## src/rtl/ahb3lite_pkg.sv

```systemverilog
// Shared AHB3-Lite encodings, the master FSM state type and the command legality check.
package ahb3lite_pkg;

  localparam logic [1:0] HTRANS_IDLE   = 2'b00;
  localparam logic [1:0] HTRANS_BUSY   = 2'b01;
  localparam logic [1:0] HTRANS_NONSEQ = 2'b10;
  localparam logic [1:0] HTRANS_SEQ    = 2'b11;

  localparam logic [2:0] HBURST_SINGLE = 3'b000;
  localparam logic [2:0] HBURST_INCR4  = 3'b011;

  localparam logic [2:0] HSIZE_BYTE = 3'b000;
  localparam logic [2:0] HSIZE_HALF = 3'b001;
  localparam logic [2:0] HSIZE_WORD = 3'b010;

  localparam logic [3:0] HPROT_DATA = 4'b0011;

  localparam int BEAT_COUNT = 4;

  typedef enum logic [1:0] {
    ST_IDLE,
    ST_ADDR,
    ST_DATA_LAST,
    ST_ERR1
  } state_t;

  // Sizes above a word and addresses not aligned to the transfer size are refused.
  function automatic logic cmd_illegal(input logic [2:0] size, input logic [1:0] lsb);
    return (size > HSIZE_WORD) ||
           ((size == HSIZE_HALF) && lsb[0]) ||
           ((size == HSIZE_WORD) && (lsb != 2'b00));
  endfunction

endpackage

```

## src/rtl/ahb3lite_addr_gen.sv

```systemverilog
// Beat counter and address incrementer for the current command.
module ahb3lite_addr_gen
  import ahb3lite_pkg::*;
#(
  parameter int HADDR_SIZE = 32
) (
  input  logic                  HCLK,
  input  logic                  HRESET,
  input  logic                  load,
  input  logic [HADDR_SIZE-1:0] load_addr,
  input  logic [1:0]            size,
  input  logic                  incr4,
  input  logic                  step,
  output logic [HADDR_SIZE-1:0] addr,
  output logic [1:0]            beat,
  output logic                  last
);

  localparam logic [1:0] LAST_BEAT = 2'(BEAT_COUNT - 1);

  logic [HADDR_SIZE-1:0] incr;

  always_comb begin
    incr      = '0;
    incr[2:0] = 3'b001 << size;
  end

  assign last = !incr4 || (beat == LAST_BEAT);

  always_ff @(posedge HCLK or posedge HRESET) begin
    if (HRESET) begin
      addr <= '0;
      beat <= '0;
    end else if (load) begin
      addr <= load_addr;
      beat <= '0;
    end else if (step) begin
      addr <= addr + incr;
      beat <= beat + 2'd1;
    end
  end

endmodule

```

## src/rtl/ahb3lite_master.sv

```systemverilog
// AHB3-Lite master: turns SINGLE/INCR4 commands into pipelined bus transfers,
// one response per completed beat, one error response per aborted command.
//
// state        | meaning
// ST_IDLE      | ready for a command; reports a rejected command one cycle later
// ST_ADDR      | driving address phase of the current beat (NONSEQ/SEQ/BUSY)
// ST_DATA_LAST | last beat's data phase outstanding, bus address phase idle
// ST_ERR1      | second cycle of an ERROR response, remaining beats abandoned
module ahb3lite_master
  import ahb3lite_pkg::*;
#(
  parameter int HADDR_SIZE = 32,
  parameter int HDATA_SIZE = 32
) (
  input  logic                  HCLK,
  input  logic                  HRESET,
  input  logic                  cmd_valid,
  output logic                  cmd_ready,
  input  logic                  cmd_write,
  input  logic [HADDR_SIZE-1:0] cmd_addr,
  input  logic [2:0]            cmd_size,
  input  logic                  cmd_incr4,
  input  logic                  wd_valid,
  output logic                  wd_ready,
  input  logic [HDATA_SIZE-1:0] wd_data,
  output logic                  rsp_valid,
  output logic [HDATA_SIZE-1:0] rsp_rdata,
  output logic                  rsp_err,
  output logic                  rsp_last,
  output logic [HADDR_SIZE-1:0] HADDR,
  output logic [1:0]            HTRANS,
  output logic                  HWRITE,
  output logic [2:0]            HSIZE,
  output logic [2:0]            HBURST,
  output logic [3:0]            HPROT,
  output logic [HDATA_SIZE-1:0] HWDATA,
  input  logic [HDATA_SIZE-1:0] HRDATA,
  input  logic                  HREADY,
  input  logic                  HRESP
);

  state_t     state, state_nxt;
  logic       run_q;
  logic       rej_q;
  logic       wr_q;
  logic       incr4_q;
  logic [2:0] size_q;
  logic       dp_valid, dp_write, dp_last;
  logic [1:0] beat;
  logic       last;
  logic       cmd_hs, cmd_bad, load, step;
  logic       beat_ok, addr_done, err_now;

  assign cmd_hs    = cmd_valid && cmd_ready;
  assign cmd_bad   = cmd_illegal(cmd_size, cmd_addr[1:0]);
  assign load      = cmd_hs && !cmd_bad;
  assign beat_ok   = !wr_q || wd_valid;
  assign addr_done = (state == ST_ADDR) && beat_ok && HREADY;
  assign step      = addr_done && !last;
  // First ERROR cycle: slave still stalling with HRESP raised.
  assign err_now   = dp_valid && HRESP && !HREADY;

  ahb3lite_addr_gen #(
    .HADDR_SIZE(HADDR_SIZE)
  ) u_addr_gen (
    .HCLK      (HCLK),
    .HRESET    (HRESET),
    .load      (load),
    .load_addr (cmd_addr),
    .size      (size_q[1:0]),
    .incr4     (incr4_q),
    .step      (step),
    .addr      (HADDR),
    .beat      (beat),
    .last      (last)
  );

  always_ff @(posedge HCLK or posedge HRESET) begin
    if (HRESET) state <= ST_IDLE;
    else        state <= state_nxt;
  end

  always_comb begin
    state_nxt = state;
    case (state)
      ST_IDLE:      if (load) state_nxt = ST_ADDR;
      ST_ADDR: begin
        if (err_now)               state_nxt = ST_ERR1;
        else if (addr_done && last) state_nxt = ST_DATA_LAST;
      end
      ST_DATA_LAST: begin
        if (err_now)     state_nxt = ST_ERR1;
        else if (HREADY) state_nxt = ST_IDLE;
      end
      ST_ERR1:      if (HREADY) state_nxt = ST_IDLE;
      default:      state_nxt = ST_IDLE;
    endcase
  end

  always_comb begin
    HTRANS    = HTRANS_IDLE;
    cmd_ready = (state == ST_IDLE) && run_q;
    wd_ready  = (state == ST_ADDR) && wr_q && wd_valid && HREADY;
    rsp_valid = 1'b0;
    rsp_rdata = '0;
    rsp_err   = 1'b0;
    rsp_last  = 1'b0;

    if ((state == ST_ADDR) && !err_now) begin
      if (beat_ok)          HTRANS = (beat == 2'd0) ? HTRANS_NONSEQ : HTRANS_SEQ;
      else if (beat != 2'd0) HTRANS = HTRANS_BUSY;
    end

    if (rej_q) begin
      rsp_valid = 1'b1;
      rsp_err   = 1'b1;
      rsp_last  = 1'b1;
    end else if (state == ST_ERR1) begin
      rsp_valid = HREADY;
      rsp_err   = HREADY;
      rsp_last  = HREADY;
    end else if (dp_valid && HREADY) begin
      rsp_valid = 1'b1;
      rsp_rdata = dp_write ? '0 : HRDATA;
      rsp_last  = dp_last;
    end
  end

  always_ff @(posedge HCLK or posedge HRESET) begin
    if (HRESET) begin
      run_q    <= 1'b0;
      rej_q    <= 1'b0;
      wr_q     <= 1'b0;
      incr4_q  <= 1'b0;
      size_q   <= '0;
      dp_valid <= 1'b0;
      dp_write <= 1'b0;
      dp_last  <= 1'b0;
      HWDATA   <= '0;
    end else begin
      run_q <= 1'b1;
      rej_q <= cmd_hs && cmd_bad;
      if (load) begin
        wr_q    <= cmd_write;
        size_q  <= cmd_size;
        incr4_q <= cmd_incr4;
      end
      if (HREADY) begin
        dp_valid <= addr_done;
        if (addr_done) begin
          dp_write <= wr_q;
          dp_last  <= last;
        end
      end
      // Captured only when a write address phase completes, held otherwise.
      if (wd_ready) HWDATA <= wd_data;
    end
  end

  assign HWRITE = wr_q;
  assign HSIZE  = size_q;
  assign HBURST = incr4_q ? HBURST_INCR4 : HBURST_SINGLE;
  assign HPROT  = HPROT_DATA;

endmodule

```

## config.mk

```make
export PLATFORM = sky130hd
export DESIGN_NAME = ahb3lite_master
export DESIGN_NICKNAME = d
export VERILOG_FILES = /design/src/rtl/ahb3lite_pkg.sv /design/src/rtl/ahb3lite_addr_gen.sv /design/src/rtl/ahb3lite_master.sv
export SDC_FILE = /design/constraint.sdc
export NUM_CORES = 1
export LEC_CHECK = 0
export CORE_MARGIN = 2
export CORE_UTILIZATION = 40
export DETAILED_ROUTE_END_ITERATION = 6
export GPL_TIMING_DRIVEN = 0
export PLACE_DENSITY = 0.93
export SLEW_MARGIN = 20
export SYNTH_ARGS = -nofsm -noshare
export SYNTH_HDL_FRONTEND = slang
export SYNTH_SLANG_ARGS = --single-unit
```

## constraint.sdc

```tcl
create_clock -name HCLK -period 3.21 [get_ports HCLK]
set_input_delay 0.4815 -clock HCLK [delete_from_list [all_inputs] [get_ports HCLK]]
set_output_delay 0.4815 -clock HCLK [all_outputs]
set_load 0.03 [all_outputs]
```

# Yosys cells after proc, flatten, opt, wreduce, memory -nomap -nowiden
# Index checks and enable logic that the tools add are counted.
[op_classes]
addsub = 2
order_cmp = 1
eq_ne = 8
shifts = 1
muxes = 27
reduce_logical = 34
[op_table]
columns = ["operator", "count"]
rows = [
  ["$mux W32", 6],
  ["$add A32 B3 Y32", 1],
  ["$mux W2", 10],
  ["$logic_and A1 B1 Y1", 17],
  ["$mux W1", 10],
  ["$pmux W2 S4", 1],
  ["$eq A2 B2 Y1 const B", 3],
  ["$logic_not A1 Y1", 6],
  ["$reduce_bool A2 Y1", 3],
  ["$logic_not A2 Y1", 2],
  ["$logic_or A1 B1 Y1", 4],
  ["$reduce_and A2 Y1", 2],
  ["$eq A3 B1 Y1 const B", 1],
  ["$eq A3 B2 Y1 const B", 1],
  ["$gt A3 B2 Y1 const B", 1],
  ["$ne A3 B2 Y1 const B", 1],
  ["$shl A1 B2 Y3 const A", 1],
  ["$add A2 B1 Y2 const B", 1],
  ["$eq A2 B1 Y1 const B", 1],
  ["$ne A2 B2 Y1 const B", 1],
]
[totals]
regBits = 78
input_bits = 107

# Depth between registers and ports, before layout
# Gate-level depths: netlist of run 1.
[depth]
ltp_word = 8
ltp_mapped = 9
mapped_depth_nobuf = 8

# Modules after synthesis
# Synthesis of run 1 repeated with hierarchy kept, for this count alone.
[hier_totals]
hier_cells = 430
hier_area_um2 = 4429.2
[by_module_without_submodules]
columns = ["module", "instances", "cells_each", "area_each_um2", "seq_area_each_um2"]
rows = [
  ["ahb3lite_addr_gen", 1, 258, 2233.4, 850.8],
  ["ahb3lite_master", 1, 172, 2195.9, 1101.1],
]

# Worst setup path before layout of run 1
# Ideal clock, no wire load.
[synth_path]
path_type = "register -> register"
from = "reg size_q[1] (netlist: HSIZE[1])"
to = "reg u_addr_gen.addr[21]"
t_arrival_ns = 2.345
setup_slack_ns = 0.796
path_stages_with_launch = 9
n_path_buf = 1
period_less_slack_ns = 2.414
path_cell_list = "dfrtp_1 -> nor2b_1 -> ha_1 -> o211ai_1 -> nor4_4 -> nand3_1 -> buf_2 -> or4_1 -> nand3_1"
[synth_between]
elab_chain_cells = 4
[synth_rtl]
columns = ["element", "line", "source"]
rows = [
  ["start: declaration", "ahb3lite_master.sv:47", "logic [2:0] size_q;"],
  ["start signal: assignment", "ahb3lite_master.sv:145", "size_q <= cmd_size;"],
  ["$shl A1 B2 Y3", "ahb3lite_addr_gen.sv:25", "incr[2:0] = 3'b001 << size;"],
  ["$add A32 B3 Y32", "ahb3lite_addr_gen.sv:38", "addr <= addr + incr;"],
  ["$mux W32", "ahb3lite_addr_gen.sv:37", "end else if (step) begin"],
  ["$mux W32", "ahb3lite_addr_gen.sv:34", "end else if (load) begin"],
  ["end signal: assignment", "ahb3lite_addr_gen.sv:35", "addr <= load_addr;"],
  ["end signal: assignment", "ahb3lite_addr_gen.sv:38", ""],
  ["end: declaration", "ahb3lite_addr_gen.sv:14", "output logic [HADDR_SIZE-1:0] addr,"],
]
# No other way between the ends. The select of a mux whose other input is x is not followed.
# A chain may end at the register's enable or synchronous reset.

# Final worst setup path of run 1
[layout_path]
from = "reg state[0]"
to = "out rsp_rdata[22]"
[layout_between]
elab_chain_cells = 3
[layout_rtl]
columns = ["element", "line", "source"]
rows = [
  ["start: declaration", "ahb3lite_master.sv:42", "state_t state, state_nxt;"],
  ["start signal: assignment", "ahb3lite_master.sv:80", "else state <= state_nxt;"],
  ["$eq A2 B2 Y1", "ahb3lite_master.sv:118", "end else if (state == ST_ERR1) begin"],
  ["$mux W32", "ahb3lite_master.sv:118", ""],
  ["$mux W32", "ahb3lite_master.sv:114", "if (rej_q) begin"],
  ["end: declaration", "ahb3lite_master.sv:27", "output logic [HDATA_SIZE-1:0] rsp_rdata,"],
]
# No other way between the ends.

==> results of run 1 <==
## per-layer routing
metal	vias up	global-route usage, %
met5	-	0
li1	1916	-
met1	1930	27.8
met2	149	41.0
met4	0	7.61
met3	24	4.64
## power by group through the flow
stage / combinational (mW) / sequential [mW] / clock [mW]
2_1_floorplan: 0.959 / 2.47 / 0
3_3_place_gp: 2.87 / 1.78 / 0
3_5_place_dp: 2.94 / 1.81 / 0
4_1_cts: 2.95 / 1.79 / 0.752
5_1_grt: 3.11 / 1.86 / 0.794
6_report: 2.93 / 1.80 / 0.748
## repair_timing
item,in CTS,in global routing
resized for setup,0,1
setup buffers,0,0
setup endpoints to repair,0,1
## cell families after synthesis
group,after synthesis,share of synthesized area (%)
AO/OA/AOI/OAI,60,8.73
XOR/XNOR,21,4.44
adder cells (fa/ha/maj),6,1.99
buffers and inverters,36,4.17
flip-flops,78,47.1
multiplexers,32,8.70
other,2,0.181
AND/OR/NAND/NOR,186,24.7
## layout make-up
cell class	count	area, sq um	area share [%]
Timing Repair Buffer	215	2160	32.3
Multi-Input combinational cell	311	2030	30.4
Sequential cell	78	1950	29.2
Tap cell	136	170	2.54
Buffer	28	143	2.13
Clock buffer	10	138	2.06
Clock inverter	5	58.8	0.879
Inverter	8	32.5	0.486
## worst max-delay path: cells and delay by family (launching register included)
kind          cells  cell delay (ps)
simple gates      3              570
buf+inv           3             1110
flops             1              360
## how the worst max path moves through the flow
| stage | startpoint | cells after the start | to | slack, ps |
|---|---|---|---|---|
| after global routing | state[0] | 6 | rsp_rdata[22] | 120 |
| after global placement | HRESET | 2 | u_addr_gen.addr[26] | -480 |
| after floorplan | HRESET | 1 | HSIZE[0] | 730 |
| after detailed placement | wd_valid | 5 | wd_ready | 280 |
| final | state[0] | 6 | rsp_rdata[22] | 330 |
| after CTS | state[1] | 6 | wd_ready | 80 |
## state kept, by name, indices dropped and copies added, names as in the netlist
signal	cells
state	2
dp_valid	1
incr4_q	1
HWRITE	1
u_addr_gen.beat	2
rej_q	1
HSIZE	3
dp_last	1
u_addr_gen.addr	32
run_q	1
HWDATA	32
dp_write	1
## synthesized netlist by cell type, types with 3 or more instances
| library cell | instances | area share, % |
|---|---|---|
| dfrtp_1 | 78 | 47 |
| nand2_1 | 53 | 4.8 |
| and2_1 | 35 | 5.3 |
| mux2_2 | 32 | 8.7 |
| o21ai_0 | 23 | 2.8 |
| nor2_1 | 22 | 2.0 |
| nand3_1 | 19 | 2.3 |
| clkbuf_1 | 12 | 1.1 |
| xor2_1 | 11 | 2.3 |
| nand4_1 | 10 | 1.5 |
| xnor2_1 | 10 | 2.1 |
| a31oi_1 | 9 | 1.4 |
| buf_2 | 9 | 1.1 |
| inv_1 | 8 | 0.72 |
| a21oi_1 | 7 | 0.85 |
| buf_4 | 7 | 1.3 |
| or3_1 | 6 | 0.91 |
| or4_1 | 6 | 1.1 |
| ha_1 | 5 | 1.5 |
| nor2b_1 | 5 | 0.75 |
| a21o_1 | 4 | 0.72 |
| nor3_1 | 4 | 0.48 |
| and3_1 | 3 | 0.45 |
| and3_2 | 3 | 0.54 |
| and4_2 | 3 | 0.72 |
| nor4_1 | 3 | 0.45 |
| o31ai_1 | 3 | 0.54 |
## per-stage QoR
| stage | setup WS, ps | cells |
|---|---|---|
| 6_report | 334 | 791 |
| 5_1_grt | 121 | 791 |
| 4_1_cts | 79.5 | 791 |
| 3_5_place_dp | 281 | 776 |
| 3_3_place_gp | -483 | 775 |
| 2_1_floorplan | 733 | 425 |
==> qor.csv, run 1 <==
stage,metric,value,unit
routing,vias_per_cell,5.08,
routing,wl_met3,824,um
clock_tree,cts-root-buf,clkbuf_8,
yosys,ys_ff_latch,78,
timing,max_slew_margin,55.7,%
setup_path,max_stage_delay,670,ps
power,powerDensity,819,mW/mm^2
timing,worstMarginPinSlew,660,ps
clock_tree,clock_sinks,78,
setup_path,worst_setup_path_start_kind,register,
setup_path,crit_chain,"buf_2, nand2_1, and4_1, clkbuf_1, and2_1, clkdlybuf4s50_1",
cells_and_area,area_growth,61.5,%
timing,finalClockSkew,8.48,ps
timing,holdWs,431,ps
setup_path,rr_endpoint,u_addr_gen.addr[31],
global_routing,grt_max_degree,46,
timing,setup_violations,0,
setup_path,path_class,reg -> out,
placement,hpwlAfterDp,10.4,mm
floorplan,core_area,0.0102,sq mm
clock_tree,cts_inserted_buffers,9,
worst_hold_path,hold_depth,2,
routing,wl,13.0,mm
floorplan,ioPinCount,221,
power,power_frac_seq,32.8,%
global_routing,grt_antenna_before_repair,0,
setup_path,timing.rr.start,HSIZE[1],
clock_tree,h-tree-depth,3,
placement,place_area,0.00649,sq mm
worst_hold_path,hp-class,in -> reg,
cells_and_area,diodes,0,
yosys,synth_edf_count,0,
timing,maxSlewViolCount,0,
power,combPwrFrac,53.5,%
timing,post-route-min-period,2880,ps
clock_tree,clock_latency,350,ps
yosys,synth_top_flop_cell,dfrtp_1,
cells_and_area,fill_cells,800,
routing,route.detailed.drc,0,
setup_path,r2r_slack,620,ps
power,peakVddDrop,0.537,mV
worst_hold_path,min_to,state[1],
floorplan,fp-row-count,37,
yosys,yosysUniqueCellTypes,51,
power,power_leakage,2.76,nW
floorplan,die_h,106,um
routing,drtIter0Drc,230,
timing,setup_tns,0,ps
global_routing,grt_usage,23.0,%
routing,dr_wl_met2,6.71,mm
setup_path,required,2730,ps
placement,globalplace.congestion,0.820,
floorplan,die_w,106,um
power,p_int,3.08,mW
cells_and_area,nets,764,
routing,wl_met1,5.17,mm
setup_path,r2r_cells,7,
timing,post-route-period-util,89.6,%
setup_path,worstSetupEndpointType,output pin,
setup_path,arrival,2390,ps
yosys,syn-instance-count,421,
power,p_sw_share,43.8,%
clock_tree,clk_pin_slew,80,ps
setup_path,critPathSlowestCell,clkdlybuf4s50_1,
global_routing,overflow,0,
yosys,synthArstFlopShare,100,%
status,status,"complete, no violations",
clock_tree,hold_buffers,0,
worst_hold_path,hold_start,HREADY,
routing,wire_per_inst,16.4,um
floorplan,start_util,40.7,%
power,switchingPower,2.40,mW
clock_tree,cts_tree,done,
power,clkPwrFrac,13.6,%
cells_and_area,fin_util,65.7,%
yosys,ys_seq_area_share,47.1,%
cells_and_area,final_area,0.00669,sq mm
global_routing,grt_pass1_vias,4125,
cells_and_area,mostFrequentLayoutCell,clkdlybuf4s50_1,
floorplan,die-area,0.0112,sq mm
yosys,postSynthAreaPerCell,9.84,sq um
yosys,yosys_warnings,0,
routing,via_count,4019,
timing,rsz0062_at_grt,false,
timing,hold_viol_final,0,
setup_path,path_max_fanout,10,
routing,ant_nets,0,
cells_and_area,drive_above_1_share,12.4,%
clock_tree,cts_buffer_depth,2,
routing,top_layer,met4,
job,maxCapViolCount,0,
power,power,5.48,mW
global_routing,grt_pass1_wl,20.5,mm
cells_and_area,final_cell_mix,"213 x clkdlybuf4s50_1, 78 x dfrtp_1, 53 x nand2_1, 35 x and2_1, 32 x mux2_2",
yosys,synth.cell_area,0.00414,sq mm
placement,port_buffers,214,
routing,drt_pass1_iterations,4,
timing,timing.fmax,348,MHz
No activity file was read; power rests on OpenSTA's default activity.
==> run 2: changes to the inputs <==
- SKIP_LAST_GASP: default -> 1
==> results of run 2 <==
Final layout, timing and power as in run 1 (identical DEF).
==> run 3: changes to the inputs <==
--- a/config.mk
+++ b/config.mk
@@ -8,6 +8,7 @@
 export CORE_MARGIN = 2
-export CORE_UTILIZATION = 40
+export CORE_UTILIZATION = 43
 export DETAILED_ROUTE_END_ITERATION = 6
 export GPL_TIMING_DRIVEN = 0
-export PLACE_DENSITY = 0.93
+export PLACE_DENSITY = 0.95
+export REMOVE_ABC_BUFFERS = 1
 export SKIP_LAST_GASP = 1
==> constraint.sdc (replaced) <==
create_clock -name HCLK -period 3.6 [get_ports HCLK]
set_input_delay 0.36 -clock HCLK [delete_from_list [all_inputs] [get_ports HCLK]]
set_output_delay 0.36 -clock HCLK [all_outputs]
set_load 0.03 [all_outputs]
==> run 3 against run 2 <==
Final area down 1.8%. Sequential share of layout area up 0.52 points. Worst hold slack worse by 100 ps. Clock skew up 5.1 ps. Wire length down 5.0%. Critical path depth down 2. Die area down 6.7%. Sequential power down 9%.
==> qor.csv, run 3 (synthesis results as in run 1) <==
stage,metric,value,unit
placement,globalplace.congestion,0.858,
setup_path,arrival,2820,ps
global_routing,grt_usage,23.8,%
cells_and_area,drive_above_1_share,11.0,%
cells_and_area,area_growth,58.7,%
timing,timing.fmax,315,MHz
power,switchingPower,2.14,mW
routing,drt_pass1_iterations,4,
cells_and_area,mostFrequentLayoutCell,clkdlybuf4s50_1,
setup_path,path_max_fanout,34,
cells_and_area,multi_input_area,0.00204,sq mm
timing,post-route-period-util,88.2,%
timing,fin_ws,425,ps
cells_and_area,nets,738,
clock_tree,cts_inserted_buffers,9,
timing,setup_violations,0,
cells_and_area,regArea,0.00195,sq mm
floorplan,die_w,102,um
routing,wire_per_inst,16.3,um
timing,max_slew_margin,40.1,%
cells_and_area,fill_cells,703,
timing,finalClockSkew,13.6,ps
timing,hold_viol_final,0,
power,power_frac_seq,33.7,%
global_routing,grt_antenna_before_repair,0,
floorplan,fp-row-count,35,
routing,vias_per_cell,5.24,
power,peakVddDrop,0.480,mV
setup_path,worstSetupEndpointType,output pin,
timing,worstMarginPinSlew,899,ps
global_routing,grt_pass1_wl,19.4,mm
timing,rsz0062_at_grt,false,
floorplan,ioPinCount,221,
cells_and_area,diodes,0,
setup_path,required,3240,ps
clock_tree,clock_sinks,78,
worst_hold_path,hp-class,in -> async,
clock_tree,h-tree-depth,3,
global_routing,grt_pass1_vias,3935,
power,clkPwrFrac,13.3,%
routing,drtIter0Drc,197,
routing,ant_nets,0,
power,p_sw_share,44.4,%
clock_tree,post_cts_resize_count,0,
timing,maxSlewViolCount,0,
routing,wl,12.4,mm
setup_path,path_class,in -> out,
power,power,4.83,mW
clock_tree,cts_buffer_depth,2,
floorplan,core_area,0.00928,sq mm
clock_tree,clock_latency,350,ps
clock_tree,cts-root-buf,clkbuf_8,
cells_and_area,final_cell_mix,"215 x clkdlybuf4s50_1, 78 x dfrtp_1, 53 x nand2_1, 35 x and2_1, 32 x mux2_2",
routing,via_count,3974,
placement,place_area,0.00638,sq mm
clock_tree,cts_setup_buffers,0,
clock_tree,cts_tree,done,
power,power_leakage,2.67,nW
placement,port_buffers,215,
global_routing,grt_max_degree,57,
power,combPwrFrac,53.0,%
clock_tree,hold_buffers,0,
floorplan,start_util,44.6,%
routing,route.detailed.drc,0,
timing,post-route-min-period,3180,ps
placement,hpwlAfterDp,9.44,mm
cells_and_area,final_area,0.00658,sq mm
floorplan,die-area,0.0104,sq mm
clock_tree,clk_pin_slew,90,ps
job,maxCapViolCount,0,
power,p_int,2.68,mW
global_routing,overflow,0,
placement,preCtsSetupSlack,444,ps
power,powerDensity,734,mW/mm^2
floorplan,die_h,102,um
status,status,"complete, no violations",
setup_path,worst_setup_path_start_kind,primary input,
## run 3: cell types whose count changed in the layout (fill, tap and decap cells not counted), moves of 2 or more
cell	previous run	this run
clkbuf_1	12	0
buf_2	9	0
buf_4	7	0
and3_1	3	1
and3_2	3	5
clkdlybuf4s50_1	213	215
## run 3: layout make-up
class                           instances  share of cell area, %
Timing Repair Buffer                  217                   33.5
Multi-Input combinational cell        311                   31.0
Sequential cell                        78                   29.7
Tap cell                              129                   2.45
Clock buffer                           11                   2.30
Clock inverter                          5                  0.628
Inverter                                8                  0.495
## run 3: worst paths after layout
path | startpoint | end | slack [ps] | cells past startpoint
min in group HCLK | dp_write | dp_write | 500 | 1
worst max-delay path | HREADY | wd_ready | 420 | 4
worst min register to register | dp_write | dp_write | 500 | 1
worst max register to register | HSIZE[1] | u_addr_gen.addr[25] | 860 | 7
max in group asynchronous | HRESET | u_addr_gen.addr[7] | 2680 | 3
worst min-delay path | HRESET | HWDATA[2] | 330 | 2
## run 3: power by group through the flow
stage | clock (mW) | sequential, mW | combinational [mW]
after floorplan | 0 | 2.23 | 0.786
after global placement | 0 | 1.60 | 2.50
after detailed placement | 0 | 1.63 | 2.57
after CTS | 0.662 | 1.62 | 2.58
after global routing | 0.706 | 1.69 | 2.73
final | 0.642 | 1.63 | 2.56
## run 3: routing by layer
metal	vias up	GRT usage (%)	share of wire [%]
li1	1866	-	-
met2	185	40.8	50
met5	-	0	0
met3	14	9.10	11
met1	1909	27.6	38
met4	0	7.79	1.1
## run 3: critical path, cell delays in order
cell	delay, ps
clkdlybuf4s50_1	620
and3b_2	270
and3_2	720
clkdlybuf4s50_1	810
## run 3: through the flow
| stage | hold WS, ps | util [%] | instances | setup TNS, ps |
|---|---|---|---|---|
| after floorplan | 449 | - | 397 | 0 |
| after global placement | 463 | 68.2 | 741 | -45.2 |
| after detailed placement | 476 | 68.7 | 743 | 0 |
| after CTS | 326 | 70.8 | 759 | 0 |
| after global routing | 340 | 70.8 | 759 | 0 |
| final | 330 | 70.8 | 759 | 0 |
